`src/rtl/led_pkg.sv`:
```
// Shared constants for the LED pattern generator and the trail/PWM stage.
// The trail stage takes its default dimming and decay settings from here.
package led_pkg;

   localparam int PWM_BITS       = 4;
   localparam int PWM_MAX        = (1 << PWM_BITS) - 1;
   localparam int DECAY_DIV_DEF  = 64;
   localparam int DECAY_STEP_DEF = 2;

   typedef logic [PWM_BITS-1:0] level_t;

endpackage

```
`src/rtl/led_pwm_channel.sv`:
```
// One LED channel: a brightness level that loads to full on a pattern hit and
// decays on ticks, plus a registered PWM comparator driving the pin.
module led_pwm_channel
   import led_pkg::*;
#(
   parameter int PWM_BITS   = led_pkg::PWM_BITS,
   parameter int DECAY_STEP = DECAY_STEP_DEF
) (
   input  logic                clk,
   input  logic                reset_ni,
   input  logic                enable_i,
   input  logic                pattern_i,
   input  logic                tick_i,
   input  logic [PWM_BITS-1:0] pwm_cnt_i,
   output logic                led_o,
   output logic                dark_next_o
);

   localparam logic [PWM_BITS-1:0] LVL_MAX  = '1;
   localparam logic [PWM_BITS-1:0] LVL_STEP = PWM_BITS'(DECAY_STEP);

   logic [PWM_BITS-1:0] level_q, level_d;
   logic                led_q;

   // A pattern hit wins over a decay tick landing in the same cycle.
   always_comb begin
      level_d = level_q;
      if (!enable_i) begin
         level_d = pattern_i ? LVL_MAX : '0;
      end else if (pattern_i) begin
         level_d = LVL_MAX;
      end else if (tick_i) begin
         level_d = (level_q > LVL_STEP) ? (level_q - LVL_STEP) : '0;
      end
   end

   always_ff @(posedge clk) begin
      if (!reset_ni) begin
         level_q <= '0;
         led_q   <= 1'b0;
      end else begin
         level_q <= level_d;
         led_q   <= enable_i ? (level_q > pwm_cnt_i) : pattern_i;
      end
   end

   assign led_o       = led_q;
   assign dark_next_o = (level_d == '0);

endmodule

```
`src/rtl/led_trail_pwm.sv`:
```
// Turns the bouncing one-hot position pattern into PWM-dimmed LED drives with a
// fading comet tail; bypass mode passes the raw pattern through one register.
module led_trail_pwm
   import led_pkg::*;
#(
   parameter int WIDTH      = 8,
   parameter int PWM_BITS   = led_pkg::PWM_BITS,
   parameter int DECAY_DIV  = DECAY_DIV_DEF,
   parameter int DECAY_STEP = DECAY_STEP_DEF
) (
   input  logic             clk,
   input  logic             reset,
   input  logic             enable,
   input  logic [WIDTH-1:0] pattern_in,
   output logic [WIDTH-1:0] led_out,
   output logic             all_dark
);

   localparam int PRE_W = $clog2(DECAY_DIV);
   localparam logic [PWM_BITS-1:0] PWM_LAST = PWM_BITS'((1 << PWM_BITS) - 2);
   localparam logic [PRE_W-1:0]    PRE_LAST = PRE_W'(DECAY_DIV - 1);

   logic [PWM_BITS-1:0] pwm_cnt_q, pwm_cnt_d;
   logic [PRE_W-1:0]    pre_cnt_q, pre_cnt_d;
   logic                decay_tick;
   logic                all_dark_q;
   logic [WIDTH-1:0]    dark_next;

   // PWM period is PWM_MAX so that full level means always on.
   assign pwm_cnt_d  = (pwm_cnt_q == PWM_LAST) ? '0 : pwm_cnt_q + 1'b1;
   assign decay_tick = enable && (pre_cnt_q == PRE_LAST);

   always_comb begin
      pre_cnt_d = '0;
      if (enable) begin
         pre_cnt_d = (pre_cnt_q == PRE_LAST) ? '0 : pre_cnt_q + 1'b1;
      end
   end

   always_ff @(posedge clk) begin
      if (!reset) begin
         pwm_cnt_q  <= '0;
         pre_cnt_q  <= '0;
         all_dark_q <= 1'b1;
      end else begin
         pwm_cnt_q  <= pwm_cnt_d;
         pre_cnt_q  <= pre_cnt_d;
         all_dark_q <= &dark_next;
      end
   end

   for (genvar i = 0; i < WIDTH; i++) begin : g_ch
      led_pwm_channel #(
         .PWM_BITS   (PWM_BITS),
         .DECAY_STEP (DECAY_STEP)
      ) u_ch (
         .clk         (clk),
         .reset_ni    (reset),
         .enable_i    (enable),
         .pattern_i   (pattern_in[i]),
         .tick_i      (decay_tick),
         .pwm_cnt_i   (pwm_cnt_q),
         .led_o       (led_out[i]),
         .dark_next_o (dark_next[i])
      );
   end

   assign all_dark = all_dark_q;

endmodule

```
`config.mk`:
```
export PLATFORM = sky130hd
export DESIGN_NAME = led_trail_pwm
export DESIGN_NICKNAME = d
export VERILOG_FILES = /design/src/rtl/led_pkg.sv /design/src/rtl/led_pwm_channel.sv /design/src/rtl/led_trail_pwm.sv
export SDC_FILE = /design/constraint.sdc
export NUM_CORES = 1
export LEC_CHECK = 0
export ABC_CLOCK_PERIOD_IN_PS = 5100
export BUFFER_PORTS_ARGS = -buffer_cell sky130_fd_sc_hd__buf_2
export CORE_MARGIN = 5
export CORE_UTILIZATION = 30
export DETAILED_ROUTE_END_ITERATION = 6
export RECOVER_POWER = 50
export SLEW_MARGIN = 25
export SYNTH_ARGS = -nofsm -noshare
export SYNTH_HDL_FRONTEND = slang
export SYNTH_SLANG_ARGS = --single-unit
```
`constraint.sdc`:
```
create_clock -name clk -period 5.1 [get_ports clk]
set_input_delay 0.765 -clock clk [delete_from_list [all_inputs] [get_ports clk]]
set_output_delay 0.765 -clock clk [all_outputs]
set_load 0.02 [all_outputs]
```
# Word level (Yosys, flattened, before mapping)
# Index checks and enable logic that the tools add are counted.
# word_totals
register_bits	51
output_inout_bits	9
input_bits	11
word_cells	109
# op_classes
n_reduce_logical	12
n_bitwise	2
eq_ne	2
n_addsub	10
mux	48
magnitude_cmp	16
# op_table
operator	n
$mux W4	40
$gt A4 B2 Y1 const B	8
$gt A4 B4 Y1	8
$logic_not A4 Y1	8
$sub A4 B2 Y4 const B	8
$mux W1	8
$reduce_and A8 Y1	1
$add A6 B1 Y6 const B	1
$eq A6 B6 Y1 const B	1
$add A4 B1 Y4 const B	1
$eq A4 B4 Y1 const B	1
$reduce_or A3 Y1	1
$not A1 Y1	2
$reduce_or A2 Y1	1
$logic_and A1 B1 Y1	1

# Logic depth before layout (Yosys ltp)
# depth
ltp_word	7
depth_mapped	9
mapped_depth_nobuf	8

# Modules after synthesis
# A second synthesis with hierarchy kept.
# unflattened
hier_cells	402
hier_area_um2	3388.2
# by_module_without_submodules
mod	cells_each	n_inst	seq_area_each_um2	area_per_inst_um2
led_pwm_channel at g_ch[0].u_ch ...	44	7	100.1	365.4
led_trail_pwm	50	1	220.2	460.4
led_pwm_channel at g_ch[5].u_ch	44	1	100.1	370.4

# Least setup slack after synthesis
# No wires, ideal clock.
# synth_path
path_type	input to register
startpoint	in enable
endpoint	reg all_dark_q, in the netlist all_dark
path_buffers	2
required_time_ns	5.004
setup_time_ns	0.096
t_arrival_ns	2.218
path_slack_ns	2.786
cell_stages	6
path_cell_list	clkbuf_1 -> buf_2 -> a311oi_1 -> nand4_1 -> or4_1 -> o41ai_2
# synth_via
elab_chain_len	6
elab_cells_between_ends	34
cone_classes	mux (24); reduce/logical (10)
# synth_lines
element	line_no	text
from (decl)	led_trail_pwm.sv:13	input logic enable,
$logic_and A1 B1 Y1	led_trail_pwm.sv:31	assign decay_tick = enable && (pre_cnt_q == PRE_LAST);
$mux W4	led_pwm_channel.sv:32	end else if (tick_i) begin
$mux W4	led_pwm_channel.sv:30	end else if (pattern_i) begin
$mux W4	led_pwm_channel.sv:28	if (!enable_i) begin
$logic_not A4 Y1	led_pwm_channel.sv:48	assign dark_next_o = (level_d == '0);
$reduce_and A8 Y1 (*)	led_trail_pwm.sv:48	all_dark_q <= &dark_next;
to (signal assigned)	led_trail_pwm.sv:48	
to (decl)	led_trail_pwm.sv:26	logic all_dark_q;
# Every way passes the cells marked *; elsewhere a longest branch is shown, timed or not.
# A chain may end at the register's enable or synchronous reset.

# Worst setup path in the final report
# layout_path
startpoint	reg pre_cnt_q[0]
endpoint	reg all_dark_q, in the netlist all_dark
# layout_via
elab_chain_len	7
elab_cells_between_ends	35
cone_classes	eq/ne (1); mux (24); reduce/logical (10)
# layout_lines
element	line_no	text
from (decl)	led_trail_pwm.sv:24	logic [PRE_W-1:0] pre_cnt_q, pre_cnt_d;
from (signal assigned)	led_trail_pwm.sv:47	pre_cnt_q <= pre_cnt_d;
$eq A6 B6 Y1 (*)	led_trail_pwm.sv:31	
$logic_and A1 B1 Y1 (*)	led_trail_pwm.sv:31	
$mux W4	led_pwm_channel.sv:32	
$mux W4	led_pwm_channel.sv:30	
$mux W4	led_pwm_channel.sv:28	
$logic_not A4 Y1	led_pwm_channel.sv:48	
$reduce_and A8 Y1 (*)	led_trail_pwm.sv:48	
# Marks and branches as above.

==> metrics.md <==
| Metric | Value |
|---|---|
| Min Hold Slack | 463 ps |
| GR Util All Layers | 13.0% |
| Yosys warns | 0 |
| Max Cap Viol | 0 |
| Share of post-route cells with drive strength above 1 | 6.60% |
| Slew Limit Fails | 0 |
| Worst-path cell chain | ha_1 > and3_1 > nand2_1 > a311oi_1 > o2111ai_1 > or4_1 > o41ai_2 |
| Post-CTS Setup Bufs | 0 |
| Number of placement rows | 38 |
| Critical path buffers and inverters | 0 |
| RSZ-0062 raised after global routing | no |
| PD cells | 274 mW/mm^2 |
| Pre-CTS setup slack | 1990 ps |
| Top delay family on crit path | simple AND/OR/NAND/NOR gates |
| Horiz. Die Dim | 116 microns |
| Area of the mapped netlist | 0.00337 sq mm |
| Yosys top cell by area | dfxtp_1 |
| Tightest Pin Transition | 866 ps |
| Die area | 0.0135 sq mm |
| CP Capture Type | flop |
| Synthesized instance count | 390 |
| Worst VDD drop | 112 uV |
| Post-synth top area share | 30.3% |
| Period utilisation layout | 62.7% |
| Synthesized area per cell | 8.64 sq um |
| Critical Path Max Stage Delay | 580 ps |
| GRT overflow | 0 |
| Detailed-router iteration count before antenna repair | 4 |
| Post-layout nets | 447 |
| Die Height | 116 microns |
| Status | finished clean |
| Post-route ant nets | 0 |
| Drt total wl | 8.36 mm |
| Inserted Diodes | 0 |
| GP Congestion | 0.836 |
| Core area | 0.0109 sq mm |
| R2R setup slack | 1900 ps |
| Initial Utilization | 30.8% |
| WS Path Type | reg2reg |
| Total number of vias | 2852 |
| TritonCTS clock tree | yes |
| Clock root buffer | clkbuf_16 |
| Worst Path Arrival | 3400 ps |
| Fin. Hold Viols | 0 |
| Setup TNS | 0 ps |
| Sequential area share after synthesis | 30.3% |
| Hold WC Path Type | reg2reg |
| Post-Syn Nets | 444 |
| Peak Freq | 312 MHz |
| Area grow syn2layout | 7.94% |
| Setup-failing EPs final | 0 |
| DR iter-0 viols | 160 |
| Clk buf depth | 2 |
| Worst-path clk slew | 70 ps |
| Via/cell ratio | 5.34 |
| Largest net degree at the start of global routing | 46 |
| Static Leak | 1.37 nW |
| Area contributors post-synth | dfxtp_1 30%, ha_1 16%, o21a_1 4.5% |
| Wire per inst | 15.7 microns |
| Overall Power | 996 uW |
| Port Buffer Count | 19 |
| Core Util, Final | 33.3% |
| Slew HR | 42.2% |
| Yosys cell types | 43 |
| Final min period | 3200 ps |
| WP data required | 5300 ps |
| Clk_lat worst skew | 290 ps |
| Critical path's slowest cell | and3_1 |
| Vias in the first global route | 2847 |
| # resized after CTS | 0 |
| Clk_skew | 4.97 ps |
| Drt drc | 0 |
| H-tree depth | 2 |
| Num CTS Buffers | 5 |
| Worst-path maximum fanout | 15 |
| Final WS setup | 1900 ps |
| Yosys reg bits | 51 |
| First-pass GRT wire length | 14.1 mm |
| CTS sink count | 51 |
| Hold_buf cts | 0 |
| Startpoint Class | flop |
| Antenna violations before repair | 0 |
| Ports | 20 |
| Post-DP HPWL | 5.90 mm |
[path summary, 6_finish.rpt]
check | end | startpoint | cells after the start
setup reg to reg | all_dark | pre_cnt_q[0] | 7
hold reg to reg | pre_cnt_q[0] | pre_cnt_q[0] | 1
setup / recovery | all_dark | pre_cnt_q[0] | 7
hold / removal | pre_cnt_q[0] | pre_cnt_q[0] | 1
[report_power, final]
group	internal, mW	switching [mW]	total [mW]
combinational	0.0865	0.110	0.196
clock	0.196	0.153	0.349
sequential	0.424	0.0263	0.450
total	0.707	0.289	0.996
[registers in the layout, indices dropped and copies added (netlist names)]
name / flops
g_ch.u_ch.led_o: 8
all_dark: 1
pre_cnt_q: 6
g_ch.u_ch.level_q: 32
pwm_cnt_q: 4
[cell usage in the layout (no fill, tap or decap), drive strengths merged, types with 5 or more instances in the layout]
cell type  instances
a21oi             20
a21boi             9
buf               12
o211ai            10
nor2b             21
nand3             12
nor3               5
and2b             11
and2               5
ha                43
o21ai              7
nand2             19
a311oi            17
o21a              20
nand2b             6
inv               33
a31oi              6
clkbuf            15
nor2              14
nand4             12
dfxtp             51
nor4              13
a211oi             9
[layout make-up]
type / count / area [sq um]
well taps: 140 / 175
clock buffers: 6 / 139
clock inverters: 2 / 16.3
multi-input cells: 281 / 2060
repair buffers: 21 / 98.8
flip-flops and latches: 51 / 1020
fillers: 1170 / 7300
inverters: 33 / 124
[cell usage after synthesis (all sizes together)]
cell type / instances
a211oi: 9
a21boi: 9
a21oi: 20
a311oi: 17
a31oi: 6
and2: 5
and2b: 11
and3: 1
buf: 17
clkbuf: 8
dfxtp: 51
ha: 43
inv: 33
mux2i: 1
nand2: 19
nand2b: 6
nand3: 12
nand4: 12
nor2: 14
nor2b: 21
nor3: 5
nor3b: 2
nor4: 13
o2111ai: 2
o211ai: 10
o21a: 20
o21ai: 7
o22ai: 1
o311ai: 2
o31ai: 1
o41ai: 2
or3: 3
or4: 3
xnor2: 3
xor2: 1
[per-stage QoR]
stage | cell area, sq um | std cells
after floorplan | 3370 | 390
after global placement | 3500 | 526
after detailed placement | 3500 | 526
after CTS | 3660 | 534
after global routing | 3640 | 534
final | 3640 | 534
[kinds of logic after synthesis]
group,Yosys count,share of synthesized area (%)
buffers and inverters,58,8.24
multiplexers,1,0.297
AO/OA/AOI/OAI,106,22.7
adder cells (fa/ha/maj),43,16.0
flip-flops,51,30.3
AND/OR/NAND/NOR,127,21.5
XOR/XNOR,4,1.04
[per-layer routing]
metal / track usage (%) / vias up / share of wire [%]
met3: 2.72 / 8 / 3.5
met1: 17.0 / 1346 / 47
met5: 0 / - / 0
met2: 22.0 / 58 / 49
li1: - / 1440 / -
met4: 3.33 / 0 / 1.1
Power figures use the tool's default switching activity.
